**src/rtl/vga_monitor_pkg.sv**
```systemverilog
// vga_monitor_pkg: shared types and default geometry for the VGA monitor.
// Coordinates are 10 bits, wide enough for 640x480 plus saturation headroom.
package vga_monitor_pkg;

    typedef logic [9:0] coord_t;

    typedef enum logic {
        S_SEARCH = 1'b0,
        S_FRAME  = 1'b1
    } state_t;

    localparam int unsigned H_ACTIVE_DEF   = 640;
    localparam int unsigned V_ACTIVE_DEF   = 480;
    localparam logic [7:0]  LIT_THRESH_DEF = 8'h80;
    localparam coord_t      COORD_MAX      = 10'h3FF;

endpackage

```
**src/rtl/vga_sync_edge.sv**
```systemverilog
// vga_sync_edge: strobe-qualified edge detector for sync/blank lines.
// History only advances on pixel strobes, so the pulse is one strobe wide.
module vga_sync_edge #(
    parameter logic FALLING = 1'b1
) (
    input  logic clock,
    input  logic reset,
    input  logic enable,
    input  logic level,
    output logic pulse
);

    logic prev_q;

    always_ff @(posedge clock) begin
        if (reset) begin
            prev_q <= 1'b0;
        end else if (enable) begin
            prev_q <= level;
        end
    end

    assign pulse = enable &&
                   (FALLING ? (prev_q && !level) : (!prev_q && level));

endmodule

```
**src/rtl/vga_frame_monitor.sv**
```systemverilog
// vga_frame_monitor: receive-side checker for the board VGA stream.
// Recovers pixel coordinates, checks line/frame timing, boxes lit pixels.
module vga_frame_monitor
    import vga_monitor_pkg::*;
#(
    parameter int unsigned H_ACTIVE   = H_ACTIVE_DEF,
    parameter int unsigned V_ACTIVE   = V_ACTIVE_DEF,
    parameter logic [7:0]  LIT_THRESH = LIT_THRESH_DEF
) (
    input  logic       clock,
    input  logic       reset,
    input  logic       enable,
    input  logic       iVGA_H_SYNC,
    input  logic       iVGA_V_SYNC,
    input  logic       iVGA_BLANK,
    input  logic [7:0] iRed,
    input  logic [7:0] iGreen,
    input  logic [7:0] iBlue,
    output coord_t     oCoord_X,
    output coord_t     oCoord_Y,
    output logic       oPixel_valid,
    output logic       oLocked,
    output logic       oFrame_done,
    output logic       oObject_found,
    output coord_t     oBox_X_min,
    output coord_t     oBox_X_max,
    output coord_t     oBox_Y_min,
    output coord_t     oBox_Y_max,
    output logic       oTiming_error
);

    state_t state_q, state_n;
    coord_t x_q, x_n, y_q, y_n;
    coord_t xmin_q, xmin_n, xmax_q, xmax_n;
    coord_t ymin_q, ymin_n, ymax_q, ymax_n;
    logic   found_q, found_n, err_q, err_n;
    logic   hs_fall, vs_fall, bl_fall;
    logic   lit, active, close, frame_err;

    vga_sync_edge #(.FALLING(1'b1)) u_hs_edge (
        .clock  (clock),
        .reset  (reset),
        .enable (enable),
        .level  (iVGA_H_SYNC),
        .pulse  (hs_fall)
    );

    vga_sync_edge #(.FALLING(1'b1)) u_vs_edge (
        .clock  (clock),
        .reset  (reset),
        .enable (enable),
        .level  (iVGA_V_SYNC),
        .pulse  (vs_fall)
    );

    vga_sync_edge #(.FALLING(1'b1)) u_bl_edge (
        .clock  (clock),
        .reset  (reset),
        .enable (enable),
        .level  (iVGA_BLANK),
        .pulse  (bl_fall)
    );

    assign lit = (iRed >= LIT_THRESH) &&
                 (iGreen >= LIT_THRESH) &&
                 (iBlue >= LIT_THRESH);

    always_comb begin
        state_n = state_q;
        x_n     = x_q;
        y_n     = y_q;
        xmin_n  = xmin_q;
        xmax_n  = xmax_q;
        ymin_n  = ymin_q;
        ymax_n  = ymax_q;
        found_n = found_q;
        err_n   = err_q;
        active  = 1'b0;
        close   = 1'b0;
        unique case (state_q)
            S_SEARCH: begin
                if (vs_fall) begin
                    state_n = S_FRAME;
                end
            end
            S_FRAME: begin
                active = enable && iVGA_BLANK;
                if (active) begin
                    if (x_q == COORD_MAX) begin
                        err_n = 1'b1;
                    end else begin
                        x_n = x_q + 1'b1;
                    end
                    if (lit) begin
                        found_n = 1'b1;
                        if (!found_q) begin
                            xmin_n = x_q;
                            xmax_n = x_q;
                            ymin_n = y_q;
                            ymax_n = y_q;
                        end else begin
                            if (x_q < xmin_q) xmin_n = x_q;
                            if (x_q > xmax_q) xmax_n = x_q;
                            if (y_q < ymin_q) ymin_n = y_q;
                            if (y_q > ymax_q) ymax_n = y_q;
                        end
                    end
                end
                // Line-end check sees x before any same-strobe hsync clear.
                if (bl_fall) begin
                    if (x_q != coord_t'(H_ACTIVE)) err_n = 1'b1;
                    if (y_q == COORD_MAX) begin
                        err_n = 1'b1;
                    end else begin
                        y_n = y_q + 1'b1;
                    end
                    x_n = '0;
                end
                if (hs_fall) begin
                    x_n = '0;
                end
                close = vs_fall;
            end
            default: begin
                state_n = S_SEARCH;
            end
        endcase
    end

    assign frame_err = err_n || (y_n != coord_t'(V_ACTIVE));
    assign oLocked   = (state_q == S_FRAME);

    always_ff @(posedge clock) begin
        if (reset) begin
            state_q       <= S_SEARCH;
            x_q           <= '0;
            y_q           <= '0;
            xmin_q        <= '0;
            xmax_q        <= '0;
            ymin_q        <= '0;
            ymax_q        <= '0;
            found_q       <= 1'b0;
            err_q         <= 1'b0;
            oCoord_X      <= '0;
            oCoord_Y      <= '0;
            oPixel_valid  <= 1'b0;
            oFrame_done   <= 1'b0;
            oObject_found <= 1'b0;
            oBox_X_min    <= '0;
            oBox_X_max    <= '0;
            oBox_Y_min    <= '0;
            oBox_Y_max    <= '0;
            oTiming_error <= 1'b0;
        end else begin
            state_q      <= state_n;
            oPixel_valid <= active;
            oFrame_done  <= close;
            if (active) begin
                oCoord_X <= x_q;
                oCoord_Y <= y_q;
            end
            if (close) begin
                oObject_found <= found_n;
                oBox_X_min    <= xmin_n;
                oBox_X_max    <= xmax_n;
                oBox_Y_min    <= ymin_n;
                oBox_Y_max    <= ymax_n;
                oTiming_error <= frame_err;
                x_q           <= '0;
                y_q           <= '0;
                xmin_q        <= '0;
                xmax_q        <= '0;
                ymin_q        <= '0;
                ymax_q        <= '0;
                found_q       <= 1'b0;
                err_q         <= 1'b0;
            end else begin
                x_q     <= x_n;
                y_q     <= y_n;
                xmin_q  <= xmin_n;
                xmax_q  <= xmax_n;
                ymin_q  <= ymin_n;
                ymax_q  <= ymax_n;
                found_q <= found_n;
                err_q   <= err_n;
            end
        end
    end

endmodule

```
**config.mk**
```make
export PLATFORM = sky130hd
export DESIGN_NAME = vga_frame_monitor
export DESIGN_NICKNAME = d
export VERILOG_FILES = /design/src/rtl/vga_monitor_pkg.sv /design/src/rtl/vga_sync_edge.sv /design/src/rtl/vga_frame_monitor.sv
export SDC_FILE = /design/constraint.sdc
export NUM_CORES = 1
export LEC_CHECK = 0
export BUFFER_PORTS_ARGS = -buffer_cell sky130_fd_sc_hd__buf_4
export CAP_MARGIN = 20
export CORE_UTILIZATION = 45
export DETAILED_ROUTE_END_ITERATION = 16
export GPL_ROUTABILITY_DRIVEN = 0
export PLACE_DENSITY = 0.66
export SETUP_SLACK_MARGIN = 0.1
export SYNTH_ARGS = -nofsm -noshare
export SYNTH_HDL_FRONTEND = slang
export SYNTH_SLANG_ARGS = --single-unit
```
**constraint.sdc**
```tcl
create_clock -name clock -period 4.13 [get_ports clock]
set_input_delay 0.413 -clock clock [delete_from_list [all_inputs] [get_ports clock]]
set_output_delay 0.413 -clock clock [all_outputs]
set_load 0.05 [all_outputs]
```
After elaboration in Yosys (flattened, before gate mapping)
Index checks and enable logic that the tools add are counted.

Register bits: 130. Output and inout bits: 65. Bits of input ports: 30.

$add $sub $neg: 2. Muxes and demuxes: 40. Reduce and logical (&&, ||, !) cells: 16. Order comparisons: 7. Equal/unequal tests: 5.

Operators by type and width (number): 10-bit 2-to-1 mux (27); 8-bit >= comparator, second input constant (3); 10-bit by 1-bit adder with 10-bit output, second input constant (2); 10-bit == test, second input constant (2); 10-bit > comparator (2); 10-bit less-than comparator (2); 1-bit 2-to-1 mux (13); 10-bit inequality test, second input constant (1); 10-bit by 9-bit inequality test with 1-bit output, second input constant (1); 1-bit logical AND (9); 1-bit logical NOT (3); 3-bit inequality test, second input constant (1); 3-bit AND reduction (1); 3-bit nonzero test (1); 2-bit OR reduction (1); 1-bit logical OR (1).

Longest topological paths before layout
Word-level depth: 8. Gate-level depth with buffers: 9. Depth with buffers taken out: 8.

By module
From an unflattened synthesis, not the netlist that was laid out.

Cell total of the unflattened synthesis: 762. Area, all modules: 6636.4 µm².

By module, submodules not included: vga_frame_monitor (area each 6505.0 µm², cells each 750, instances 1, seq. area each 2542.4 µm²); vga_sync_edge (area each 43.8 µm², cells each 4, instances 3, seq. area each 20.0 µm²).

Worst setup path before layout
OpenSTA, ideal clock, no wires.

Path kind: register to register. Start point: register state_q, in the netlist oLocked. End point: register oBox_Y_min[0]. Data required time: 4.039 ns. Stages on the path, launching flop included: 7. Path slack: 1.852 ns. Arrival: 2.187 ns. Library setup time: 0.091 ns. Cell sequence: dfxtp_1 > nand3_2 > or2_0 > buf_2 > a2111oi_4 > o21ai_0 > a311oi_1.

Longest elaborated chain between the ends: 1. Elaborated cells between the ends (all ways): 2. Those cells by class: mux: 2.

Ends and longest elaborated chain: start, declared (RTL line vga_frame_monitor.sv:32) `state_t state_q, state_n;`; start signal, assigned (RTL line vga_frame_monitor.sv:155) `state_q <= state_n;`; 10-bit 2-to-1 mux / 1-bit 2-to-1 mux (equally long branches) (RTL line vga_frame_monitor.sv:80) `unique case (state_q)`; end signal, assigned (RTL line vga_frame_monitor.sv:166) `oBox_Y_min <= ymin_n;`; end, declared (RTL line vga_frame_monitor.sv:27) `output coord_t oBox_Y_min,`.

Parallel ways exist; a longest one is shown, timed or not. A chain may end at the register's enable or synchronous reset.

Worst setup path after layout
Start point: register state_q, in the netlist oLocked. End point: register oBox_Y_min[1].

Same word-level chain as after synthesis.

==> reports/metrics.cfg <==
[place]
dpl.hpwl_mm = 9.871
port-buffer-count = 73
placement_cell_area_mm2 = 0.006658
post-place-ws_ps = 1002

[clocking]
post_cts_resize_count = 0
clock_network_latency_to_the_later_pin_of_the_worst_skew_pair_ps = 430
cts-root-to-sink-buffers = 2
cts_setup_buffers = 0
cts_buffers = 17
h-tree-depth = 4
cts_sinks = 130
cts.clk_slew.worst_paths_ps = 60
hold_fix_buffers_cts = 0
cts_tree = done
clockRootBuffer = clkbuf_16

[global_routing]
grt_start_max_net_pins = 71
antenna_violations_before_repair = 0
overflow = 0
grtUsageTotal = 0.2164
grt_first_pass_wirelength_mm = 24.12
grt_pass1_vias = 4958

[die]
initial_utilization = 0.4702
boundaryPins = 95
core_mm2 = 0.01282
die_w_um = 117.8
floorplan.rows = 41
die_area_mm2 = 0.01387
height_of_the_die_um = 117.8

[critical_path]
r2r.worst_path.cells = 7
end_kind = register
crit_type = reg2reg
crit-reg2reg-capture = oBox_Y_min[1]
total_stage_count_of_the_critical_path = 7
critPathSlowestCell = a22oi_1
reg2reg_setup_slack_ps = 1190
cell_breakdown_of_the_critical_path = nand3_2, buf_4, or2_0, nor2_1, a22oi_1, nand3_1, a311oi_1
critical-path-top-delay-family = compound AO/OA/AOI/OAI gates
maximum_fanout_along_the_worst_path = 24
crit_buf_inv = 1
worstReg2RegStart = oLocked
worst-endpoint-required_ps = 4450
worst_setup_path_startpoint = oLocked
cpPeakStageDelay_ps = 740
arrival_ps = 3270
setup.worst_path.start_class = register
crit_path_end = oBox_Y_min[1]

[yosys]
ys_async_sr_fraction = 0
synth_mux_area_frac = 0.04149
ys_seq_area_frac = 0.4315
ys_warn_count = 0
post_synth_and_or_nand_nor_area_fraction = 0.1832
synthAdderAreaFrac = 0.08506
postSynthCellCount = 702
largest_family_of_logic_cells_by_synthesized_area = simple AND/OR/NAND/NOR gates
share_of_the_synthesized_area_in_compound_gates_ao_oa_aoi_oai = 0.1828
postSynth.topFlopCell = dfxtp_1
synth_xor_area_frac = 0.01888
synth_enable_flop_cells = 0
synth_area_mm2 = 0.006031
netlist-cell-type-count = 51
synth.net_count = 773
synth.avg_cell_area_um2 = 8.591
yosys_register_bits = 130

[cells_and_area]
count_of_antenna_diodes_in_the_layout = 0
total_area_of_multi_input_combinational_cells_mm2 = 0.003085
fin_area_mm2 = 0.007248
layout.filler_cells = 1192
ff_latch_area_mm2 = 0.002603
finish.net_count = 826
layout-drive-gt1-share = 0.1536
area_delta_synth_final_pct = 20.19

[routing]
detailedRoute.firstIterationViolations = 251
viasPerCell = 5.474
wirelength_mm = 14.17
routed-via-count = 5146
drtAntennaViolNets = 0
firstDrtPassIters = 4
detail_route.wl_per_cell_um = 15.07
drc_violation_count_after_routing = 0

[outcome]
run_status = finished, final reports clean

[timing]
timing.final.hold_violations = 0
timing.max_slew.rel_slack = 0.3172
timing.setup.tns_ps = 0
finalCritPeriodShare = 0.7126
finalSetupViolations = 0
clock_period_minus_final_worst_setup_slack_ps = 2943
timing_worst_slew_pin_value_ps = 1024
unrepaired_setup_endpoints_after_global_routing = no
holdWs_ps = 234.9
fmax_ghz = 0.3398
setup_clock_skew_after_layout_ps = 6.937
finalMaxSlewViolations = 0
worst_slack_ps = 1187

[hold_path]
timing.hold.worst.class = in2reg

[power_and_ir_drop]
p_per_area_mw_per_mm2 = 385.2
standby_leakage_power_nw = 2.669
ir_drop_uv = 253.9

[job]
timing.max_cap.violations = 0

[worst reg2reg max path, stage by stage, from the launching register on]
cell and delay, ps:
dfxtp_1 380, nand3_2 100, buf_4 270, or2_0 590, nor2_1 140, a22oi_1 740, nand3_1 260, a311oi_1 360
[placed cells by master, fill, tap and decap left out, types with 3 or more instances in the layout]
master     instances
nor3_1             6
xnor2_1            8
inv_1             47
xor2_1             5
o21ai_1            3
clkbuf_16         17
o21ai_0           26
nand2_1           65
a211oi_1          26
nand2b_1           4
a22oi_1            4
and2_1             3
clkbuf_8           4
nor4_1             3
and3_1             3
and4_1             4
buf_4             77
dfxtp_1          130
o21a_1             4
a21oi_1           52
nand3_1           29
nor2_1            93
a311oi_1          20
nand4_1           10
nor2b_1            3
clkinv_2           6
ha_1              41
a21o_1             6
a31oi_1            5
mux2i_1           25
[cells in the mapped netlist, types with 3 or more instances]
master      n  area [um2]
dfxtp_1   130        2603
a21oi_1    52       260.3
buf_2       5       25.02
a31oi_1     5       31.28
nor4_1      3       18.77
a211oi_1   26       195.2
nand3_1    29       145.1
nor2b_1     3       18.77
clkbuf_1   36       135.1
nand4_1    10       62.56
nand2_1    65       244.0
and2_1      3       18.77
a22oi_1     4       30.03
and4_1      4       35.03
o21a_1      4       30.03
xnor2_1     8       70.07
mux2i_1    25       250.2
inv_1      47       176.4
xor2_1      5       43.79
nand2b_1    4       25.02
ha_1       41       513.0
nor2_1     93       349.1
a311oi_1   20       175.2
nor3_1      6       30.03
a21o_1      6       45.04
and3_1      3       18.77
o21ai_1     3       15.01
o21ai_0    26       130.1
[layout make-up]
cell class	instances	share of cell area
clock buffers	22	0.06680
clock inverters	10	0.01467
flip-flops and latches	130	0.3591
multi-input cells	482	0.4257
inverters	47	0.02434
repair buffers	77	0.07975
well taps	172	0.02969
[worst min path at each step]
stage	start	slack (ps)	end	depth (start not counted)
2_1_floorplan	u_hs_edge.prev_q	450	u_hs_edge.prev_q	2
3_3_place_gp	oCoord_X[9]	450	oCoord_X[9]	2
3_5_place_dp	oCoord_X[5]	450	oCoord_X[5]	2
4_1_cts	iVGA_H_SYNC	230	u_hs_edge.prev_q	3
5_1_grt	iVGA_H_SYNC	240	u_hs_edge.prev_q	3
6_report	iVGA_H_SYNC	230	u_hs_edge.prev_q	3
[layer usage]
metal / track usage / part of all wire
met3: 0.05136 / 0.053
met1: 0.2947 / 0.48
met2: 0.3213 / 0.44
met5: 0 / 0
met4: 0.1018 / 0.026
[sequential cells by signal, summed over array words and instances, names as in the netlist, 10 cells and up]
register and count:
oBox_X_min 10, x_q 10, oBox_X_max 10, oBox_Y_min 10
oCoord_Y 10, oBox_Y_max 10, xmin_q 10, xmax_q 10
ymin_q 10, ymax_q 10, y_q 10, oCoord_X 10
[cells by family (layout without fill, tap and decap cells)]
group                      after synthesis  after routing
adders and majority gates               41             41
buffers and inverters                   90            156
DFF                                    130            130
and+or+nand+nor                        240            240
muxes                                   25             25
AOI/OAI and AO/OA                      163            163
xor gates and xnor gates                13             13
[metrics by stage]
| step | util | cells | power [W] |
|---|---|---|---|
| floorplan | - | 702 | 0.001321 |
| global placement | 0.5191 | 908 | 0.001335 |
| detailed placement | 0.5191 | 908 | 0.001336 |
| CTS | 0.5652 | 940 | 0.002813 |
| global route | 0.5652 | 940 | 0.002878 |
| finish | 0.5652 | 940 | 0.002792 |
[power by group]
part	switching [W]	total, W	internal (W)
clock	0.000539	0.00148	0.000944
sequential	0.00000261	0.00126	0.00126
combinational	0.0000351	0.0000481	0.0000130
total	0.000577	0.00279	0.00222
No activity file was read; power rests on OpenSTA's default activity.
